**src/rtl/tdm_tx_multi.sv**
```systemverilog
// rtl/tdm_tx_multi.sv - parametrised TDM serial transmitter with double-buffered slot samples
module tdm_tx_multi #(
  parameter int                   SLOTS     = 8,
  parameter int                   SLOT_BITS = 32,
  parameter int                   DATA_BITS = 24,
  parameter int                   DELAY     = 1,
  parameter logic [DATA_BITS-1:0] PATTERN   = 24'hABCD00,
  parameter int                   SW        = $clog2(SLOTS)
) (
  input  logic                 bclk,
  input  logic                 rst_n,
  input  logic                 wclk,
  input  logic                 wr_en,
  input  logic [SW-1:0]        wr_slot,
  input  logic [DATA_BITS-1:0] wr_data,
  input  logic                 pat_en,
  input  logic                 err_clr,
  output logic                 tdm_out,
  output logic                 frame_start,
  output logic [SW-1:0]        slot_idx,
  output logic                 sync_err
);

  localparam int FRAME_BITS = SLOTS * SLOT_BITS;
  localparam int IDLE_CNT   = FRAME_BITS + DELAY;
  localparam int CW         = $clog2(IDLE_CNT + 1);
  localparam int DW         = (DATA_BITS > 1) ? $clog2(DATA_BITS) : 1;

  logic [1:0]           wc_ff;
  logic                 pat_en_q;
  logic                 err_clr_q;
  logic [DATA_BITS-1:0] shadow [SLOTS];
  logic                 sync_det;

  always_ff @(posedge bclk or negedge rst_n) begin
    if (!rst_n) begin
      wc_ff     <= 2'b00;
      pat_en_q  <= 1'b0;
      err_clr_q <= 1'b0;
      for (int i = 0; i < SLOTS; i++) shadow[i] <= '0;
    end else begin
      wc_ff     <= {wc_ff[0], wclk};
      pat_en_q  <= pat_en;
      err_clr_q <= err_clr;
      if (wr_en && (int'(wr_slot) < SLOTS)) shadow[wr_slot] <= wr_data;
    end
  end

  assign sync_det = (wc_ff == 2'b01);

  logic [CW-1:0]        cnt;
  logic [CW-1:0]        cnt_nx;
  logic [DATA_BITS-1:0] active [SLOTS];
  logic                 pat_lat;
  logic                 dly_bit;
  logic                 err_set;
  logic                 u_nx;
  logic [SW-1:0]        u_slot;
  logic [DATA_BITS-1:0] word;
  logic                 o_valid;
  logic [SW-1:0]        o_slot;
  int                   u_bit;
  int                   o_bit;

  // u_nx is the undelayed bit for the new cnt; the DELAY stage below shifts it onto the pin,
  // which is what carries the previous frame's tail into the cnt<DELAY positions.
  always_comb begin
    cnt_nx = cnt;
    if (sync_det)                  cnt_nx = '0;
    else if (cnt != CW'(IDLE_CNT)) cnt_nx = cnt + CW'(1);
    err_set = sync_det && (cnt < CW'(FRAME_BITS - 1));

    u_slot = SW'(int'(cnt_nx) / SLOT_BITS);
    u_bit  = int'(cnt_nx) % SLOT_BITS;
    word   = sync_det ? shadow[u_slot] : active[u_slot];
    if (sync_det ? pat_en_q : pat_lat) word = PATTERN ^ DATA_BITS'(u_slot);
    u_nx = 1'b0;
    if ((int'(cnt_nx) < FRAME_BITS) && (u_bit < DATA_BITS))
      u_nx = word[DW'(DATA_BITS - 1 - u_bit)];

    o_bit   = int'(cnt_nx) - DELAY;
    o_valid = (int'(cnt_nx) >= DELAY) && (int'(cnt_nx) < IDLE_CNT);
    o_slot  = o_valid ? SW'(o_bit / SLOT_BITS) : SW'(SLOTS - 1);
  end

  always_ff @(negedge bclk or negedge rst_n) begin
    if (!rst_n) begin
      cnt         <= CW'(IDLE_CNT);
      pat_lat     <= 1'b0;
      dly_bit     <= 1'b0;
      tdm_out     <= 1'b0;
      frame_start <= 1'b0;
      slot_idx    <= SW'(SLOTS - 1);
      sync_err    <= 1'b0;
      for (int i = 0; i < SLOTS; i++) active[i] <= '0;
    end else begin
      cnt <= cnt_nx;
      if (sync_det) begin
        pat_lat <= pat_en_q;
        for (int i = 0; i < SLOTS; i++) active[i] <= shadow[i];
      end
      dly_bit     <= u_nx;
      tdm_out     <= (DELAY == 0) ? u_nx : dly_bit;
      frame_start <= o_valid && (o_bit == 0);
      slot_idx    <= o_slot;
      if (err_set)        sync_err <= 1'b1;
      else if (err_clr_q) sync_err <= 1'b0;
    end
  end

endmodule

```
**config.mk**
```make
export PLATFORM = sky130hd
export DESIGN_NAME = tdm_tx_multi
export DESIGN_NICKNAME = d
export VERILOG_FILES = /design/src/rtl/tdm_tx_multi.sv
export SDC_FILE = /design/constraint.sdc
export NUM_CORES = 1
export LEC_CHECK = 0
export ABC_AREA = 1
export CORE_UTILIZATION = 50
export DETAILED_ROUTE_END_ITERATION = 7
export PLACE_DENSITY = 0.64
export SLEW_MARGIN = 20
export SYNTH_ARGS = -nofsm -noshare
export SYNTH_HDL_FRONTEND = slang
export SYNTH_SLANG_ARGS = --single-unit
```
**constraint.sdc**
```tcl
create_clock -name bclk -period 3.5 [get_ports bclk]
set_input_delay 0.875 -clock bclk [delete_from_list [all_inputs] [get_ports bclk]]
set_output_delay 0.875 -clock bclk [all_outputs]
set_load 0.05 [all_outputs]
```
==> results.toml, run 1 <==
[setup_path]
path_cells = "inv_2, nor2_4, inv_6, nand3_4, buf_4, buf_12, nor2_1, nor2_1, nor2_1, nor2_1, buf_4, nor2_1, nand2_1, nand2_1, nor2_1, nor2_1, nand2_1, nand2_1, nor2_1"
critPathMostFrequentCell = "nor2_1"
rr_endpoint = "dly_bit"
slowest_delay_ps = 390
cpMaxStageDelayCell = "dfrtp_1"
critPathRequiredTime_ps = 2150
path_class = "flop to flop"
crit_path_start_kind = "flop"
arrival_ps = 2570
rrSetupSlack_ps = -420
path_buf_inv = 5
critPathCaptureType = "flop"
reg2reg_depth = 19
cp_max_fo = 15
r2r-start = "wc_ff[0]"
cpLargestDelayFamily = "simple AND/OR/NAND/NOR gates"

[place]
gp_congestion = 0.921
post-place-cells = 2580
dp_hpwl_mm = 31.0
io_buffers = 38

[sta]
slew-limit-headroom_pct = 54.0
setup_tns_ps = -3430
hold_violations = 0
rsz0062_at_grt = "true"
drv_slew = 0
worst_slew_pin_slew_ps = 689
clock_skew_ps = 59.8
post-route-worst-setup-slack_ps = -423
setup_viol = 11

[logic_synthesis]
netlist_instances = 2106
synthMuxAreaShare_pct = 0.0644
synth.cell_area_sq_um = 17500
synth.avg_cell_area_sq_um = 8.30
ys_types = 34
synth_xor_area_share_pct = 0.150
synth-simple-area-share_pct = 24.5
ys_seq_elements = 405
synth_seq_area_share_pct = 58.0
synth_warnings = 0
synth_compound_area_share_pct = 9.81
syn_nets = 2145
synth_top_family_by_area = "simple AND/OR/NAND/NOR gates"
synthAdderAreaFrac_pct = 0.430

[global_routing]
grt_overflow_total = 0
grt.busiest_layer = "met2"
grt_max_degree = 66
antenna_found_initial = 2
grt_pass1_wl_mm = 78.6
grt_use_met1_pct = 41.2
grtUsageMet3_pct = 4.08
grt_use_total_pct = 28.3
first_global_vias = 14100
grtUsageMet2_pct = 44.1

[clock_network]
cts_tree = "done"
clkLatencyLatePin_ps = 590
cts_max_level = 2
clk_pin_slew_ps = 60
clk_path_buf_depth = 3
clock-sinks = 405
root_buffer = "clkbuf_16"
cts_made_buffers = 43

[hold_path]
hp-class = "input pin to asynchronous set/reset pin"

[routing]
routed-via-count = 14500
first_iter_violations = 1497
wl_per_cell_um = 18.5
wl_mm = 49.7
ant_nets = 0
drc_errors = 0
drt-pass1-iter-count = 5
vias_per_cell = 5.39

[floorplanning]
core_area_sq_um = 34500
rows = 68
die_w_um = 189
die_h_um = 189
initial_core_util_pct = 50.7
die-area_sq_um = 35700
ios = 39

[outcome]
status = "complete, but fails checks"
violations = "negative setup slack"

[cells_and_area]
final_nets = 2233
final_util_pct = 60.7
stdcell_count = 2683
drive_above_1_share_pct = 10.9
area_growth_pct = 19.7
regArea_sq_um = 10100
multi_input_area_sq_um = 6240
fillerInstances = 2974

[run]
maxCapViolCount = 0

[power]
powerDensity_nw_per_um2 = 627
ir_drop_v = 0.000480
p_leak_nw = 10.5
[cell usage in the layout, fill, tap and decap left out, types with 31 or more instances in the layout]
| master | instances |
|---|---|
| dfrtn_1 | 204 |
| buf_4 | 87 |
| inv_1 | 179 |
| nand2_1 | 782 |
| buf_12 | 31 |
| nand4_1 | 55 |
| clkdlybuf4s50_1 | 31 |
| nand3_1 | 119 |
| clkbuf_16 | 50 |
| nor2_1 | 57 |
| o21ai_0 | 292 |
| dfrtp_1 | 196 |
[layout make-up]
type,instances,share of cell area [%]
antenna,1,0.0120
tap,455,2.72
multi-input combinational,1394,29.8
inverter,180,3.28
sequential,405,48.5
timing repair buffer,165,9.04
clock inverter,13,0.395
clock buffer,70,6.22
[worst max path at each step]
stage,from,endpoint,slack (ps),cells after the start
5_1_grt,wc_ff[0],dly_bit,-590,21
6_report,wc_ff[0],dly_bit,-420,19
3_5_place_dp,wc_ff[0],slot_idx[2],-420,15
3_3_place_gp,wc_ff[0],dly_bit,-420,17
4_1_cts,slot_idx[0],slot_idx[0],-400,1
2_1_floorplan,wc_ff[0],slot_idx[2],-240,14
[flip-flops by register name (all words and copies together), names as in the netlist]
register     flops
tdm_out          1
frame_start      1
pat_lat          1
err_clr_q        1
wc_ff            2
pat_en_q         1
active         192
cnt              9
shadow         192
sync_err         1
dly_bit          1
slot_idx         3
[routing by layer]
metal	up-vias	wire [um]
li1	6877	-
met1	7006	22600
met2	472	22400
met3	99	3300
met4	0	1320
met5	-	0
[worst reg2reg max path, stage by stage, from the launching register on]
cell and delay (ps):
dfrtp_1 390, inv_2 70, nor2_4 40, inv_6 100
nand3_4 110, buf_4 160, buf_12 140, nor2_1 190
nor2_1 70, nor2_1 110, nor2_1 50, buf_4 130
nor2_1 90, nand2_1 50, nand2_1 50, nor2_1 40
nor2_1 80, nand2_1 60, nand2_1 50, nor2_1 40
[report_power, final]
part           internal [mW]  total [mW]  switching [mW]
registers               5.66        6.14           0.478
logic                   1.01        2.50            1.49
clock network           2.61        4.46            1.85
total                   9.28        13.1            3.82
[cells by family after synthesis]
logic type                 count (synthesis)
and+or+nand+nor                         1049
muxes                                      1
AOI/OAI and AO/OA                        335
DFF                                      405
adders and majority gates                  6
xor gates and xnor gates                   3
buffers and inverters                    307
[synth_stat cells]
cell | count | area share (%)
nand2_1 | 793 | 17
o21ai_0 | 294 | 8.4
dfrtn_1 | 204 | 29
dfrtp_1 | 196 | 28
inv_1 | 179 | 3.8
nand3_1 | 123 | 3.5
clkbuf_1 | 90 | 1.9
nor2_1 | 62 | 1.3
nand4_1 | 55 | 2.0
a21oi_1 | 21 | 0.60
buf_2 | 19 | 0.54
o211ai_1 | 13 | 0.56
buf_1 | 8 | 0.17
buf_4 | 6 | 0.26
ha_1 | 6 | 0.43
dfstp_2 | 5 | 0.75
nor3_1 | 4 | 0.11
o21ai_1 | 4 | 0.11
buf_6 | 3 | 0.19
xor2_1 | 3 | 0.15
inv_2 | 2 | 0.043
nand3_2 | 2 | 0.11
nor2_2 | 2 | 0.072
or2_0 | 2 | 0.072
a31oi_1 | 1 | 0.036
mux2_2 | 1 | 0.064
nand2_2 | 1 | 0.036
nand3_4 | 1 | 0.10
nand3b_1 | 1 | 0.043
nor3_2 | 1 | 0.057
nor4_1 | 1 | 0.036
o21a_1 | 1 | 0.043
o21bai_1 | 1 | 0.043
or2_2 | 1 | 0.036
[per-stage QoR]
stage	cell area (sq um)	hold slack, ps	worst slack [ps]	power [mW]
3_3_place_gp	19100	377	-421	8.51
3_5_place_dp	19100	385	-424	8.58
2_1_floorplan	17500	292	-242	7.54
6_report	20900	172	-423	13.1
5_1_grt	20900	160	-592	13.8
4_1_cts	20600	153	-404	13.1
[what timing repair did]
action,CTS,global route
pin swaps,7,2
resized for setup,19,20
hold buffers,0,0
buffers inserted,9,5
setup endpoints to repair,85,88
cloned,2,7
Power figures use the tool's default switching activity.
==> run 2: changes to the inputs <==
--- a/config.mk
+++ b/config.mk
@@ -8,7 +8,7 @@
 export ABC_AREA = 1
 export CORE_UTILIZATION = 50
 export DETAILED_ROUTE_END_ITERATION = 7
-export PLACE_DENSITY = 0.64
+export PLACE_DENSITY = 0.67
 export SLEW_MARGIN = 20
 export SYNTH_ARGS = -nofsm -noshare
 export SYNTH_HDL_FRONTEND = slang
==> constraint.sdc (replaced) <==
create_clock -name bclk -period 3.1 [get_ports bclk]
set_input_delay 0.775 -clock bclk [delete_from_list [all_inputs] [get_ports bclk]]
set_output_delay 0.775 -clock bclk [all_outputs]
set_load 0.05 [all_outputs]
==> results.toml, run 2 (synthesis results as in run 1) <==
[outcome]
status = "complete, but fails checks"
violations = "negative setup slack"

[routing]
ant_nets = 0
first_iter_violations = 1236
drc_errors = 0
wl_mm = 48.6
vias_per_cell = 5.40
wl_per_cell_um = 18.2
drt-pass1-iter-count = 5
routed-via-count = 14500

[hold_path]
hp-class = "input pin to asynchronous set/reset pin"

[floorplanning]
rows = 68
die_h_um = 189
initial_core_util_pct = 50.7
die_w_um = 189
die-area_sq_um = 35700
ios = 39
core_area_sq_um = 34500

[sta]
rsz0062_at_grt = "true"
clock_skew_ps = 56.7
setup_viol = 17
setup_tns_ps = -5120
hold_violations = 0
drv_slew = 0
post-route-worst-setup-slack_ps = -647
slew-limit-headroom_pct = 55.2
worst_slew_pin_slew_ps = 672
fin_hold_ws_ps = 101

[global_routing]
first_global_vias = 14300
grt_pass1_wl_mm = 78.2
grt_max_degree = 80
antenna_found_initial = 0
grt_use_total_pct = 28.2
grt_overflow_total = 0

[clock_network]
clk_path_buf_depth = 3
cts_made_buffers = 43
clkLatencyLatePin_ps = 590
cts_tree = "done"
root_buffer = "clkbuf_16"
clock-sinks = 405
cts_max_level = 2
clk_pin_slew_ps = 60

[setup_path]
arrival_ps = 2580
rr_endpoint = "dly_bit"
crit_path_start_kind = "flop"
critPathCaptureType = "flop"
cp-endpoint = "dly_bit"
critPathRequiredTime_ps = 1940
setup.worst_path.start = "wc_ff[0]"
reg2reg_depth = 22
r2r-start = "wc_ff[0]"
path_class = "flop to flop"
rrSetupSlack_ps = -650
cp_max_fo = 6

[power]
p_leak_nw = 10.6
ir_drop_v = 0.000465
finalPower_mw = 15.0
powerDensity_nw_per_um2 = 710

[place]
io_buffers = 38
dp_slack_ps = -655
gp_congestion = 0.893
dp_hpwl_mm = 30.2
dpl-instance-area_sq_um = 19200

[run]
maxCapViolCount = 0

[cells_and_area]
reg.largest.list = "active: 192 flops, shadow: 192 flops, cnt: 9 flops"
final_cell_mix = "nand2_1 (778), o21ai_0 (293), dfrtn_1 (204)"
area_growth_pct = 21.1
drive_above_1_share_pct = 12.0
fillerInstances = 2970
antennaDiodeCount = 0
design_area_sq_um = 21200
final_nets = 2231
final_common_cell = "nand2_1"
[run 2: cell types whose count changed in the layout (fill, tap and decap cells not counted), moves of 4 or more]
cell,previous run,this run
bufinv_16,1,5
nand3_1,119,108
clkbuf_16,50,43
nand2_2,10,15
nand2_1,782,778
buf_4,87,77
nand3_2,6,16
buf_12,31,37
clkbuf_1,17,10
[run 2: per-stage QoR]
step | std cells | util (%)
floorplan | 2106 | -
global placement | 2583 | 55.7
global route | 2680 | 61.4
CTS | 2678 | 61.1
detailed placement | 2583 | 55.7
finish | 2680 | 61.4
[run 2: worst min-delay path by stage]
stage / end / slack (ps) / startpoint / depth (start not counted)
2_1_floorplan: tdm_out / 290 / dly_bit / 0
3_3_place_gp: wc_ff[1] / 380 / wc_ff[0] / 0
3_5_place_dp: tdm_out / 380 / dly_bit / 0
4_1_cts: err_clr_q / 90 / rst_n / 1
5_1_grt: err_clr_q / 90 / rst_n / 1
6_report: err_clr_q / 100 / rst_n / 1
[run 2: area by class of cell]
class,instances,area [sq um],area share (%)
Sequential cell,405,10100,47.9
Multi-Input combinational cell,1394,6310,29.8
Timing Repair Buffer,163,1990,9.41
Clock buffer,61,1220,5.78
Inverter,180,681,3.22
Tap cell,455,569,2.69
Clock inverter,22,243,1.15
[run 2: layer usage]
| metal | vias up | share of wire (%) | GRT usage [%] |
|---|---|---|---|
| met3 | 95 | 6.8 | 4.69 |
| met2 | 455 | 46 | 44.6 |
| met4 | 0 | 2.4 | 8.65 |
| met1 | 7051 | 45 | 40.1 |
| met5 | - | 0 | 0 |
| li1 | 6865 | - | - |
[run 2: repair_timing]
item	CTS	global route
pin swaps	18	6
gates cloned	5	0
setup buffers	8	3
gates resized for setup	42	26
hold buffers	0	0
endpoints found under the hold margin	0	0
setup endpoints to repair	123	56
[run 2: power by group]
group / switching [mW] / total (mW) / leakage, nW / internal [mW]
combinational: 1.67 / 2.80 / 4.75 / 1.13
sequential: 0.532 / 6.92 / 5.11 / 6.39
clock: 2.11 / 5.29 / 0.741 / 3.18
[run 2: critical path: stages, from the launching register on]
cell	delay, ps
dfrtp_1	360
inv_2	50
nor2_4	140
clkinv_4	110
nand3_4	110
buf_12	140
buf_8	130
buf_12	110
nand2_1	60
nand3_2	60
nand2_2	60
nand2_1	50
nand2_1	50
nor2_2	130
nand2_1	60
nand2_1	60
nand2_1	50
nand2_1	50
nand2_1	40
nand3_1	60
nand2_1	50
nand2_1	60
nor2_1	40
==> run 3: changes to the inputs <==
--- a/config.mk
+++ b/config.mk
@@ -9,7 +9,7 @@
 export CORE_UTILIZATION = 50
 export DETAILED_ROUTE_END_ITERATION = 7
 export PLACE_DENSITY = 0.67
-export SLEW_MARGIN = 20
+export SLEW_MARGIN = 0
 export SYNTH_ARGS = -nofsm -noshare
 export SYNTH_HDL_FRONTEND = slang
 export SYNTH_SLANG_ARGS = --single-unit
==> results of run 3 <==
No change in the layout: final DEF, timing and power equal those of run 2.
